$ cat config.mk
export PLATFORM = sky130hd
export DESIGN_NAME = enemy_shot_manager
export DESIGN_NICKNAME = d
export VERILOG_FILES = /design/src/rtl/game_pkg.sv /design/src/rtl/shot_slot.sv /design/src/rtl/enemy_shot_manager.sv
export SDC_FILE = /design/constraint.sdc
export NUM_CORES = 1
export LEC_CHECK = 0
export BUFFER_PORTS_ARGS = -buffer_cell sky130_fd_sc_hd__buf_2
export CAP_MARGIN = 25
export CELL_PAD_IN_SITES_DETAIL_PLACEMENT = 1
export CELL_PAD_IN_SITES_GLOBAL_PLACEMENT = 1
export CORE_ASPECT_RATIO = 1.4
export CORE_MARGIN = 4
export CORE_UTILIZATION = 35
export CTS_BUF_LIST = sky130_fd_sc_hd__clkbuf_4 sky130_fd_sc_hd__clkbuf_8 sky130_fd_sc_hd__clkbuf_16
export DETAILED_ROUTE_END_ITERATION = 8
export GPL_ROUTABILITY_DRIVEN = 0
export PLACE_DENSITY_LB_ADDON = 0.15
export SETUP_SLACK_MARGIN = 0.05
export SYNTH_ARGS = -nofsm -noshare
export SYNTH_HDL_FRONTEND = slang
export SYNTH_HIERARCHICAL = 1
export SYNTH_SLANG_ARGS = --single-unit
$ cat constraint.sdc
create_clock -name clk -period 8.35 [get_ports clk]
set_clock_uncertainty 0.1 [all_clocks]
set_input_delay 1.67 -clock clk [delete_from_list [all_inputs] [get_ports clk]]
set_output_delay 1.67 -clock clk [all_outputs]
set_load 0.03 [all_outputs]
$ cat src/rtl/game_pkg.sv
// rtl/game_pkg.sv - playfield geometry shared by engine, renderer, player controller and enemy shots
package game_pkg;

  localparam int unsigned COORD_W  = 10;
  localparam int unsigned N_ENEMY  = 24;
  localparam int unsigned COLS     = 8;
  localparam int unsigned ENEMY_DX = 40;
  localparam int unsigned ENEMY_DY = 32;
  localparam int unsigned ENEMY_W  = 32;
  localparam int unsigned ENEMY_H  = 24;
  localparam int unsigned SHOT_DY  = 4;
  localparam int unsigned SHOT_W   = 2;
  localparam int unsigned SHOT_H   = 8;
  localparam int unsigned SCREEN_H = 480;
  localparam int unsigned PLAYER_Y = 440;
  localparam int unsigned PLAYER_W = 32;
  localparam int unsigned PLAYER_H = 16;
  localparam int unsigned LIVES    = 3;

  localparam int unsigned ENEMY_IDX_W = $clog2(N_ENEMY);

  typedef logic [COORD_W-1:0] coord_t;
  typedef logic [COORD_W:0]   coord_ext_t;

  // Muzzle point: horizontally centred under the enemy sprite, at its bottom edge.
  function automatic coord_t spawn_x(coord_t fx, logic [ENEMY_IDX_W-1:0] idx);
    int unsigned v;
    v = 32'(fx) + (32'(idx) % COLS) * ENEMY_DX + ENEMY_W / 2;
    return coord_t'(v);
  endfunction

  function automatic coord_t spawn_y(coord_t fy, logic [ENEMY_IDX_W-1:0] idx);
    int unsigned v;
    v = 32'(fy) + (32'(idx) / COLS) * ENEMY_DY + ENEMY_H;
    return coord_t'(v);
  endfunction

endpackage

$ cat src/rtl/shot_slot.sv
// rtl/shot_slot.sv - one enemy projectile register with move, retire and player-overlap logic
module shot_slot
  import game_pkg::*;
(
  input  logic   clk,
  input  logic   rst_n,
  input  logic   restart,
  input  logic   kill,
  input  logic   load,
  input  coord_t load_x,
  input  coord_t load_y,
  input  logic   tick,
  input  coord_t player_x,
  output logic   active,
  output coord_t x,
  output coord_t y,
  output logic   hit
);

  logic       active_q, active_d;
  coord_t     x_q, x_d, y_q, y_d;
  coord_ext_t y_mv, x_ext, px_ext;
  logic       retire, overlap;

  // Hit test runs on the post-move position, so both use y_mv.
  always_comb begin
    y_mv    = {1'b0, y_q} + coord_ext_t'(SHOT_DY);
    x_ext   = {1'b0, x_q};
    px_ext  = {1'b0, player_x};
    retire  = y_mv >= coord_ext_t'(SCREEN_H);
    overlap = (x_ext < px_ext + coord_ext_t'(PLAYER_W)) &&
              (x_ext + coord_ext_t'(SHOT_W) > px_ext) &&
              (y_mv + coord_ext_t'(SHOT_H) > coord_ext_t'(PLAYER_Y)) &&
              (y_mv < coord_ext_t'(PLAYER_Y + PLAYER_H));
    hit     = tick && active_q && !retire && overlap;
  end

  always_comb begin
    active_d = active_q;
    x_d      = x_q;
    y_d      = y_q;
    if (restart) begin
      active_d = 1'b0;
      x_d      = '0;
      y_d      = '0;
    end else if (kill) begin
      active_d = 1'b0;
    end else if (load) begin
      active_d = 1'b1;
      x_d      = load_x;
      y_d      = load_y;
    end else if (tick && active_q) begin
      y_d = y_mv[COORD_W-1:0];
      if (retire || overlap) active_d = 1'b0;
    end
  end

  always_ff @(posedge clk or negedge rst_n) begin
    if (!rst_n) begin
      active_q <= 1'b0;
      x_q      <= '0;
      y_q      <= '0;
    end else begin
      active_q <= active_d;
      x_q      <= x_d;
      y_q      <= y_d;
    end
  end

  assign active = active_q;
  assign x      = x_q;
  assign y      = y_q;

endmodule

$ cat src/rtl/enemy_shot_manager.sv
// rtl/enemy_shot_manager.sv - enemy projectile spawn/step/hit and player lives; ENEMY_SHOT_SHIELD_EN adds post-hit shield
module enemy_shot_manager
  import game_pkg::*;
#(
  parameter int unsigned N_SHOTS     = 4,
  parameter int unsigned STEP_CYCLES = 500000
`ifdef ENEMY_SHOT_SHIELD_EN
  , parameter int unsigned SHIELD_STEPS = 64
`endif
) (
  input  logic                       clk,
  input  logic                       reset,
  input  logic                       restart,
  input  logic [N_ENEMY-1:0]         ID_enemy_tiro,
  input  logic [COORD_W-1:0]         formation_x,
  input  logic [COORD_W-1:0]         formation_y,
  input  logic [COORD_W-1:0]         player_x,
  output logic [N_SHOTS-1:0]         shot_active,
  output logic [COORD_W*N_SHOTS-1:0] shot_x,
  output logic [COORD_W*N_SHOTS-1:0] shot_y,
  output logic                       player_hit,
  output logic [1:0]                 lives,
  output logic                       jogador_vivo,
  output logic                       shot_dropped
`ifdef ENEMY_SHOT_SHIELD_EN
  , output logic                     shield_on
`endif
);

  localparam int unsigned CNT_W      = (STEP_CYCLES > 1) ? $clog2(STEP_CYCLES) : 1;
  localparam int unsigned SLOT_W     = (N_SHOTS > 1) ? $clog2(N_SHOTS) : 1;
  localparam logic [1:0]  LIVES_INIT = 2'(LIVES);

  logic [CNT_W-1:0]       cnt_q, cnt_d;
  logic [1:0]             lives_q, lives_d;
  logic                   vivo_q, vivo_d, hit_q, hit_d, drop_q, drop_d;
  logic                   req_valid, free_found, spawn_go, tick, any_hit, count_hit, kill;
  logic [ENEMY_IDX_W-1:0] sel_idx;
  logic [SLOT_W-1:0]      free_idx;
  logic [N_SHOTS-1:0]     slot_active, slot_hit, slot_load;
  coord_t                 spawn_xv, spawn_yv;

  // Stepping freezes once the player is dead.
  assign tick = vivo_q && (cnt_q == CNT_W'(STEP_CYCLES - 1));

  always_comb begin
    req_valid = 1'b0;
    sel_idx   = '0;
    for (int i = N_ENEMY - 1; i >= 0; i--) begin
      if (ID_enemy_tiro[i]) begin
        req_valid = 1'b1;
        sel_idx   = ENEMY_IDX_W'(i);
      end
    end
    free_found = 1'b0;
    free_idx   = '0;
    for (int k = N_SHOTS - 1; k >= 0; k--) begin
      if (!slot_active[k]) begin
        free_found = 1'b1;
        free_idx   = SLOT_W'(k);
      end
    end
  end

  assign spawn_go = req_valid && vivo_q && free_found && !restart;
  assign spawn_xv = spawn_x(formation_x, sel_idx);
  assign spawn_yv = spawn_y(formation_y, sel_idx);
  assign any_hit  = |slot_hit;

`ifdef ENEMY_SHOT_SHIELD_EN
  localparam int unsigned SHIELD_W = $clog2(SHIELD_STEPS + 1);
  logic [SHIELD_W-1:0] shield_q, shield_d;

  assign count_hit = any_hit && (shield_q == '0);

  always_comb begin
    shield_d = shield_q;
    if (restart)                      shield_d = '0;
    else if (count_hit)               shield_d = SHIELD_W'(SHIELD_STEPS);
    else if (tick && shield_q != '0)  shield_d = shield_q - 1'b1;
  end

  always_ff @(posedge clk or negedge reset) begin
    if (!reset) shield_q <= '0;
    else        shield_q <= shield_d;
  end

  assign shield_on = (shield_q != '0);
`else
  assign count_hit = any_hit;
`endif

  // Losing the last life clears every slot in the same cycle.
  assign kill = count_hit && (lives_q == 2'd1) && !restart;

  always_comb begin
    cnt_d   = cnt_q;
    lives_d = lives_q;
    hit_d   = 1'b0;
    drop_d  = 1'b0;
    if (restart) begin
      cnt_d   = '0;
      lives_d = LIVES_INIT;
    end else begin
      if (vivo_q) cnt_d = tick ? '0 : cnt_q + 1'b1;
      if (count_hit) begin
        hit_d = 1'b1;
        if (lives_q != 2'd0) lives_d = lives_q - 1'b1;
      end
      drop_d = req_valid && vivo_q && !free_found;
    end
    vivo_d = (lives_d != 2'd0);
  end

  always_ff @(posedge clk or negedge reset) begin
    if (!reset) begin
      cnt_q   <= '0;
      lives_q <= LIVES_INIT;
      vivo_q  <= 1'b1;
      hit_q   <= 1'b0;
      drop_q  <= 1'b0;
    end else begin
      cnt_q   <= cnt_d;
      lives_q <= lives_d;
      vivo_q  <= vivo_d;
      hit_q   <= hit_d;
      drop_q  <= drop_d;
    end
  end

  for (genvar k = 0; k < N_SHOTS; k++) begin : g_slot
    assign slot_load[k] = spawn_go && (free_idx == SLOT_W'(k));
    shot_slot u_slot (
      .clk      (clk),
      .rst_n    (reset),
      .restart  (restart),
      .kill     (kill),
      .load     (slot_load[k]),
      .load_x   (spawn_xv),
      .load_y   (spawn_yv),
      .tick     (tick),
      .player_x (player_x),
      .active   (slot_active[k]),
      .x        (shot_x[COORD_W*k +: COORD_W]),
      .y        (shot_y[COORD_W*k +: COORD_W]),
      .hit      (slot_hit[k])
    );
  end

  assign shot_active  = slot_active;
  assign player_hit   = hit_q;
  assign lives        = lives_q;
  assign jogador_vivo = vivo_q;
  assign shot_dropped = drop_q;

endmodule

Word-level counts from Yosys, hierarchy flattened
Cells that the tools add are included.
{ "classes": {"add_sub_neg": 19, "n_mul": 1, "n_lt_le_gt_ge": 20, "eq_ne": 6, "n_mux": 113, "n_reduce_logical": 78} }
{ "op_table": {"columns": ["operator", "n"], "rows": [
  ["$mux W10", 28],
  ["$mux W5", 24],
  ["$mux W19", 3],
  ["$mux W1", 51],
  ["$add A10 B2 Y11 const B", 4],
  ["$add A10 B3 Y11 const B", 4],
  ["$add A11 B4 Y11 const B", 4],
  ["$ge A11 B9 Y1 const B", 4],
  ["$gt A11 B10 Y1", 4],
  ["$gt A11 B9 Y1 const B", 4],
  ["$lt A10 B11 Y1", 4],
  ["$lt A11 B9 Y1 const B", 4],
  ["$logic_and A1 B1 Y1", 35],
  ["$reduce_bool A4 Y1", 8],
  ["$reduce_and A2 Y1", 12],
  ["$add A10 B5 Y10 const B", 2],
  ["$add A19 B1 Y19 const B", 1],
  ["$eq A19 B19 Y1 const B", 1],
  ["$mux W2", 7],
  ["$reduce_bool A2 Y1", 7],
  ["$reduce_bool A3 Y1", 4],
  ["$add A10 B6 Y11 const B", 1],
  ["$add A10 B7 Y10", 1],
  ["$add A10 B9 Y10", 1],
  ["other kinds (9)", 19]
]} }
{ "word_totals": {"register_bits": 108, "inputBits": 57, "output_inout_bits": 89, "word_cells": 254} }

Depth between registers and ports, before layout
Gate-level depths: netlist (run 1).
{ "logic_depth": {"word_depth": 31, "mapped_depth": 18, "mapped_depth_nobuf": 17} }

By module
Netlist (run 1), hierarchy kept.
{ "modules_own_cells": {"columns": ["mod", "instances", "cells_each", "area_each_um2", "seq_area_each_um2"], "rows": [
  ["shot_slot at g_slot[0].u_slot ...", 3, 238, 1923.1, 525.5],
  ["shot_slot at g_slot[3].u_slot", 1, 258, 2010.7, 525.5],
  ["enemy_shot_manager", 1, 233, 1955.6, 604.3]
]} }

Least setup slack after synthesis (run 1)
No wires, ideal clock.
{ "synth_path": {"path_kind": "input port to flip-flop", "startpoint": "input port player_x[5]", "endpoint": "register g_slot[3].u_slot.y_q[7]", "setup_ns": 0.134, "arrival_ns": 5.491, "required_ns": 8.116, "slack_ns": 2.625, "stages": 16, "n_path_buf": 1, "path_cell_list": "ha_1 -> nand3_1 -> xnor2_1 -> ha_1 -> nor3_1 -> nand2_1 -> o311ai_0 -> o2111ai_1 -> nor4b_2 -> nor4_1 -> nor4b_1 -> or3_1 -> clkbuf_1 -> nor3_1 -> o21ai_0 -> o21ai_0"} }
{ "synth_between": {"elab_chain_len": 11, "word_cells_on_any_way": 30, "classes_between": "add/sub (1); order compare (8); eq/ne (1); reduce/logical (20)"} }
{ "synth_lines": {"columns": ["element", "line", "rtl"], "rows": [
  ["start, declared", "enemy_shot_manager.sv:17", "input logic [COORD_W-1:0] player_x,"],
  ["$add A10 B6 Y11", "shot_slot.sv:31", "overlap = (x_ext < px_ext + coord_ext_t'(PLAYER_W)) &&"],
  ["$lt A10 B11 Y1", "shot_slot.sv:31", null],
  ["$logic_and A1 B1 Y1 (*)", "shot_slot.sv:31", null],
  ["$logic_and A1 B1 Y1 (*)", "shot_slot.sv:32", "(x_ext + coord_ext_t'(SHOT_W) > px_ext) &&"],
  ["$logic_and A1 B1 Y1 (*)", "shot_slot.sv:33", "(y_mv + coord_ext_t'(SHOT_H) > coord_ext_t'(PLAYER_Y)) &&"],
  ["$logic_and A1 B1 Y1 (*)", "shot_slot.sv:35", "hit = tick && active_q && !retire && overlap;"],
  ["via slot_hit[3]", "enemy_shot_manager.sv:40", "logic [N_SHOTS-1:0] slot_active, slot_hit, slot_load;"],
  ["$reduce_or A4 Y1 (*)", "enemy_shot_manager.sv:68", "assign any_hit = |slot_hit;"],
  ["$logic_and A1 B1 Y1 (*) (2 in series)", "enemy_shot_manager.sv:94", "assign kill = count_hit && (lives_q == 2'd1) && !restart;"],
  ["via kill", "enemy_shot_manager.sv:37", "logic req_valid, free_found, spawn_go, tick, any_hit, count_hit, kill;"],
  ["$ne A2 B2 Y1 (no line) (*)", null, null],
  ["$reduce_and A2 Y1 (no line) (*)", null, null],
  ["end signal, assigned", "shot_slot.sv:66", "y_q <= y_d;"],
  ["end, declared", "shot_slot.sv:21", "coord_t x_q, x_d, y_q, y_d;"]
]} }
The timed path passes the listed nets; every way through them passes the cells marked *.
A chain may end at the register's enable or synchronous reset.

Final worst setup path (run 1)
{ "layout_path": {"startpoint": "input port player_x[7]", "endpoint": "register g_slot[1].u_slot.y_q[8]"} }
{ "layout_between": {"elab_chain_len": 11, "word_cells_on_any_way": 30, "classes_between": "add/sub (1); order compare (8); eq/ne (1); reduce/logical (20)"} }
{ "layout_lines": {"columns": ["element", "line"], "rows": [
  ["$add A10 B6 Y11", "shot_slot.sv:31"],
  ["$lt A10 B11 Y1", "shot_slot.sv:31"],
  ["$logic_and A1 B1 Y1 (*)", "shot_slot.sv:31"],
  ["$logic_and A1 B1 Y1 (*)", "shot_slot.sv:32"],
  ["$logic_and A1 B1 Y1 (*)", "shot_slot.sv:33"],
  ["$logic_and A1 B1 Y1 (*)", "shot_slot.sv:35"],
  ["via slot_hit[3]", "enemy_shot_manager.sv:40"],
  ["$reduce_or A4 Y1 (*)", "enemy_shot_manager.sv:68"],
  ["$logic_and A1 B1 Y1 (*) (2 in series)", "enemy_shot_manager.sv:94"],
  ["via kill", "enemy_shot_manager.sv:37"],
  ["$ne A2 B2 Y1 (no line) (*)", null],
  ["$reduce_and A2 Y1 (no line) (*)", null],
  ["end signal, assigned", "shot_slot.sv:66"],
  ["end, declared", "shot_slot.sv:21"]
]} }
Marked as above.

==> flow_summary.toml, run 1 <==
[finish]
num-fill-cells = 3402
multi_input_area_sq_um = 6430
regArea_sq_um = 2710
nets = 1488
stdcell_area_sq_um = 11000
antenna_cells = 0
area_growth_pct = 13.3
finalNonFillerCells = 1699
drive_above_1_share_pct = 16.5

[yosys]
syn_nets = 1369
ys_warn_count = 6
yosysSeqAreaShare_pct = 27.8
synth_edf_count = 0
ys_ff_latch = 108
synthArstFlopShare_pct = 100
synth.top_cell.area_share_pct = 27.0
syn_area_sq_um = 9740
yosysUniqueCellTypes = 84
synthCells = 1205
post-synth-top-area-cell = "dfrtp_1"
synth.area.top_cells = "dfrtp_1, ha_1, nand2_1"
yosys_most_used_dff = "dfrtp_1"
avgSynthCellArea_sq_um = 8.08

[floorplanning]
die_h_um = 205
ioPinCount = 146
core_area_sq_um = 27600
fp.dieW_um = 149
dieArea_sq_um = 30600
start_util_pct = 35.3
fp-row-count = 72

[sta]
period_share_pct = 68.2
fmax_ghz = 0.176
maxSlewHeadroom_pct = 34.2
final.setup.tns_ns = 0
final-hold-violation-count = 0
period_needed_ns = 5.70
tightest_slew_ns = 0.985
rsz0062_at_grt = "false"
final-setup-viol-count = 0
setup_slack_ns = 2.65
slew_viol_final = 0

[drt]
first_iter_violations = 352
routed-via-count = 9365
wl_um = 33600
ant_nets = 0
routedWlPerCell_um = 19.8
firstDrtPassIters = 5
avgViaCountPerCell = 5.51
route.detailed.drc = 0

[global_routing]
grt_pass1_vias = 9712
overflow = 0
grt.total_usage_pct = 21.9
grt_pass1_wl_um = 53400
grt_max_degree = 64
antenna_found_initial = 0

[worst_setup_path]
cp-end-kind = "flip-flop"
rr_endpoint = "g_slot[1].u_slot/y[8]$_DFFE_PN0P_"
r2r_start = "g_slot[3].u_slot/x[1]$_DFFE_PN0P_"
path_class = "in -> reg"
endpoint = "g_slot[1].u_slot/y[8]$_DFFE_PN0P_"
cp_slowest_cell = "nor4_1"
worstPathRequired_ns = 8.53
path_cells = "buf_2 -> inv_1 -> ha_1 -> nand3_1 -> or4_1 -> o22a_1 -> o2111ai_1 -> nor4b_2 -> nor4_1 -> nor4b_2 -> buf_4 -> or2_1 -> or2_2 -> a211oi_1 -> o21ai_0 -> o21ai_0"
crit_cells = 16
worst_path_largest_cell_delay_ns = 0.79
r2r_setup_slack_ns = 3.32
startpoint_type = "input port"
arrival_ns = 5.87
critPathMaxFanout = 19
cp-startpoint = "player_x[7]"
reg2reg_depth = 17
cp_num_buf_inv = 3
critical_path.top_delay_family = "simple AND/OR/NAND/NOR gates"

[placed_design]
place_worst_setup_slack_ns = 2.29
dp_hpwl_um = 26300
dpl_cell_area_sq_um = 10700
port_buffers = 145
placed_cells = 1681

[run_status]
status = "completed"

[clocking]
clockBufferDepth = 2
worstSkewPairLatency_ns = 0.36
cts.clk_slew.worst_paths_ns = 0.07
cts_tree = "yes"
cts_buffers = 9
holdBufCountCts = 0
htreeDepth = 3
post_cts_buffers = 0
cts_resized = 0
root_buffer = "clkbuf_16"
clock_sinks = 108

[power_and_ir_drop]
power_leakage_nw = 5.14
vdd_drop_max_uv = 103
power.density_nw_per_um2 = 127

[flow_run]
cap_viol_max_count = 0

[min_path]
holdCritPathClass = "reg -> reg"
==> worst min path at each step <==
stage | from | end | cells past startpoint
CTS | lives[1]$_DFF_PN1_ | lives[0]$_DFF_PN1_ | 2
global placement | lives[1]$_DFF_PN1_ | lives[0]$_DFF_PN1_ | 2
finish | lives[1]$_DFF_PN1_ | lives[0]$_DFF_PN1_ | 2
global route | lives[1]$_DFF_PN1_ | lives[0]$_DFF_PN1_ | 2
detailed placement | lives[1]$_DFF_PN1_ | lives[0]$_DFF_PN1_ | 2
floorplan | cnt_q[18]$_DFFE_PN0P_ | cnt_q[18]$_DFFE_PN0P_ | 2
==> logic make-up after synthesis <==
group                    Yosys count  synth area share [%]
AND/OR/NAND/NOR                  485                  25.1
AO/OA/AOI/OAI                    284                  18.6
buffers and inverters            132                  6.52
flip-flops                       108                  27.8
adder cells (fa/ha/maj)          107                  13.8
XOR/XNOR                          81                  7.29
multiplexers                       8                 0.823
==> cells in the final DEF, fill, tap and decap left out, types with 7 or more instances in the layout <==
master | netlist | final
o31ai_1 | 8 | 8
ha_1 | 106 | 106
mux2i_1 | 8 | 8
nand4_1 | 17 | 17
inv_1 | 87 | 87
a21oi_1 | 110 | 110
nor3_1 | 31 | 30
dfrtp_1 | 105 | 105
a21o_1 | 11 | 11
nor2_1 | 90 | 90
a211oi_1 | 8 | 8
and3_1 | 13 | 13
buf_2 | 8 | 144
nand2_1 | 157 | 157
o21ai_0 | 65 | 65
xnor2_1 | 56 | 56
xor2_1 | 25 | 25
nor2b_1 | 7 | 7
o21a_1 | 10 | 10
a22oi_1 | 8 | 8
nor4_1 | 7 | 7
nand2b_1 | 14 | 14
buf_4 | 1 | 8
clkbuf_16 | 0 | 9
nand3_1 | 79 | 79
==> worst min-delay path: stages (launching register included) <==
cell and delay (ns):
dfstp_2 0.42, nand2_1 0.07, nand2_1 0.05
==> state kept, by name, indices dropped and copies added, names as in the netlist <==
register,cells
cnt_q,19
g_slot.u_slot/active,4
g_slot.u_slot/x,40
g_slot.u_slot/y,40
jogador_vivo,1
lives,2
player_hit,1
shot_dropped,1
==> report_power, final <==
group	leakage, nW	switching, mW	internal (mW)
combinational	3.51	0.222	0.115
sequential	1.48	0.0418	0.540
clock	0.156	0.215	0.267
total	5.14	0.479	0.923
==> stage by stage <==
stage / power [mW] / utilization (%) / hold WS (ns)
after floorplan: 0.792 / - / 0.410
after global placement: 0.926 / 38.8 / 0.411
after detailed placement: 0.933 / 38.8 / 0.419
after CTS: 1.42 / 40.0 / 0.430
after global routing: 1.48 / 40.0 / 0.464
final: 1.40 / 40.0 / 0.431
==> synthesized netlist by cell type, types with 11 or more instances <==
library cell	n
inv_1	87
nor2_1	90
ha_1	106
dfrtp_1	105
nand4_1	17
o21ai_0	65
a21oi_1	110
nand3_1	79
and3_1	13
nand2_1	157
nand2b_1	14
xor2_1	25
xnor2_1	56
nor3_1	31
clkbuf_1	18
a21o_1	11
==> final cells by class <==
| type | instances | area share, % |
|---|---|---|
| Multi-Input combinational cell | 965 | 58.2 |
| Sequential cell | 108 | 24.5 |
| Timing Repair Buffer | 153 | 7.18 |
| Tap cell | 370 | 4.20 |
| Inverter | 87 | 2.96 |
| Clock buffer | 10 | 2.11 |
| Clock inverter | 6 | 0.782 |
==> layer usage <==
metal	part of all wire, %	up-vias	wire length [um]	track usage, %
li1	-	4517	-	-
met1	43	4667	14400	27.2
met2	52	145	17600	40.0
met3	2.7	36	915	2.71
met4	2.0	0	681	5.63
met5	0	-	0	0
(Power assumes the default switching activity.)
==> inputs of run 2 (changes only) <==
- clock period: 8.35 -> 5.3 ns (I/O delays scaled with it)
==> run 2 against run 1 <==
Flip-flop and latch count is the same. Global-route usage grew 0.20 points. First-iteration DRC count grew 4.3%. Die area is the same. Count of clock-buffer cells in the layout grew 1. Hold slack gained 0.025 ns. Critical endpoint is now g_slot[1].u_slot/y[1]$_DFFE_PN0P_. Largest power group unchanged.
==> flow_summary.toml, run 2 (synthesis gave the netlist of run 1 again) <==
[run_status]
status = "completed"

[drt]
route.detailed.drc = 0
firstDrtPassIters = 4
route.met2.wl_um = 17800
routed-via-count = 9320
wl_um = 33900
routedWlPerCell_um = 19.8
ant_nets = 0
wl_met3_um = 690
first_iter_violations = 367
top_layer_used = "met5"
wl_met1_um = 14500
avgViaCountPerCell = 5.43

[sta]
slew_viol_final = 0
final-hold-violation-count = 0
maxSlewHeadroom_pct = 35.7
fmax_ghz = 0.214
tightest_slew_ns = 0.963
whs_ns = 0.456
setup_slack_ns = 0.636
final-setup-viol-count = 0
period_share_pct = 88.0
final.setup.tns_ns = 0
rsz0062_at_grt = "false"
period_needed_ns = 4.66

[worst_setup_path]
arrival_ns = 4.84
cp-end-kind = "flip-flop"
startpoint_type = "input port"
worstPathRequired_ns = 5.47
path_class = "in -> reg"
critPathMaxFanout = 12
r2r_setup_slack_ns = 0.68

[clocking]
cts_buffers = 9
cts.clk_slew.worst_paths_ns = 0.08
cts_tree = "yes"
post_cts_buffers = 0
root_buffer = "clkbuf_16"
htreeDepth = 3
worstSkewPairLatency_ns = 0.37
clockBufferDepth = 2
clock_sinks = 108

[global_routing]
grt_pass1_vias = 9592
grt_pass1_wl_um = 53400
antenna_found_initial = 1
overflow = 0
grt_max_degree = 64
grt.total_usage_pct = 22.1

[finish]
layout_common_cells = "nand2_1, buf_2, a21oi_1, ha_1, dfrtp_1"
finalNonFillerCells = 1717
stdcell_area_sq_um = 11200
regArea_sq_um = 2710
final_util_pct = 40.5
nets = 1506
drive_above_1_share_pct = 17.6
area_growth_pct = 14.7
antenna_cells = 0
num-fill-cells = 3447
layout_commonest_cell = "nand2_1"
multi_input_area_sq_um = 6430

[power_and_ir_drop]
power_leakage_nw = 5.23
power.density_nw_per_um2 = 197
vdd_drop_max_uv = 152
power_mw = 2.20

[floorplanning]
core_area_sq_um = 27600
die_h_um = 205
start_util_pct = 35.3
fp.dieW_um = 149
fp-row-count = 72
dieArea_sq_um = 30600
ioPinCount = 146

[placed_design]
dpl_cell_area_sq_um = 10900
placed_cells = 1700
dp_hpwl_um = 27100
port_buffers = 145
place_worst_setup_slack_ns = 0.106

[min_path]
holdCritPathClass = "reg -> reg"

[flow_run]
cap_viol_max_count = 0
## run 2: final timing paths
check | start | endpoint | cells after the start
worst max-delay path | player_x[7] | g_slot[1].u_slot/y[1]$_DFFE_PN0P_ | 17
worst min-delay path | g_slot[0].u_slot/x[0]$_DFFE_PN0P_ | g_slot[0].u_slot/x[0]$_DFFE_PN0P_ | 2
worst max register to register | g_slot[0].u_slot/x[1]$_DFFE_PN0P_ | g_slot[1].u_slot/y[1]$_DFFE_PN0P_ | 16
worst min register to register | g_slot[0].u_slot/x[0]$_DFFE_PN0P_ | g_slot[0].u_slot/x[0]$_DFFE_PN0P_ | 2
max in group asynchronous | reset | g_slot[2].u_slot/y[9]$_DFFE_PN0P_ | 2
min in group asynchronous | reset | g_slot[3].u_slot/x[1]$_DFFE_PN0P_ | 1
## run 2: cell type report
class | instances | area share (%)
timing repair buffer | 171 | 8.41
tap | 370 | 4.15
inverter | 87 | 2.92
multi-input combinational | 965 | 57.5
clock buffer | 11 | 2.21
clock inverter | 5 | 0.538
sequential | 108 | 24.2
## run 2: layer usage
| layer | vias up | global-route usage [%] |
|---|---|---|
| met3 | 41 | 1.63 |
| met5 | - | 0 |
| met4 | 2 | 7.00 |
| met2 | 112 | 40.7 |
| met1 | 4617 | 27.2 |
| li1 | 4548 | - |
## run 2: critical path, stage by stage
cell,delay [ns]
buf_2,0.26
buf_4,0.22
nand3_1,0.14
xnor2_1,0.16
ha_1,0.30
o21a_1,0.13
o21ai_0,0.08
nand2b_1,0.09
o31ai_1,0.11
o2111a_1,0.27
and4_1,0.19
nor4_1,0.41
nor4b_2,0.14
buf_4,0.22
nor2b_1,0.74
nand2_1,0.12
a21oi_1,0.19
## run 2: what timing repair did
action	CTS	global route
gates resized for setup	0	1
hold buffers	0	0
setup endpoints to repair	0	7
## run 2: where the power goes
part           total (mW)  internal [mW]  switching, mW
Sequential          0.914          0.852         0.0622
Combinational       0.559          0.198          0.361
Clock               0.730          0.388          0.342
Total                2.20           1.44          0.766
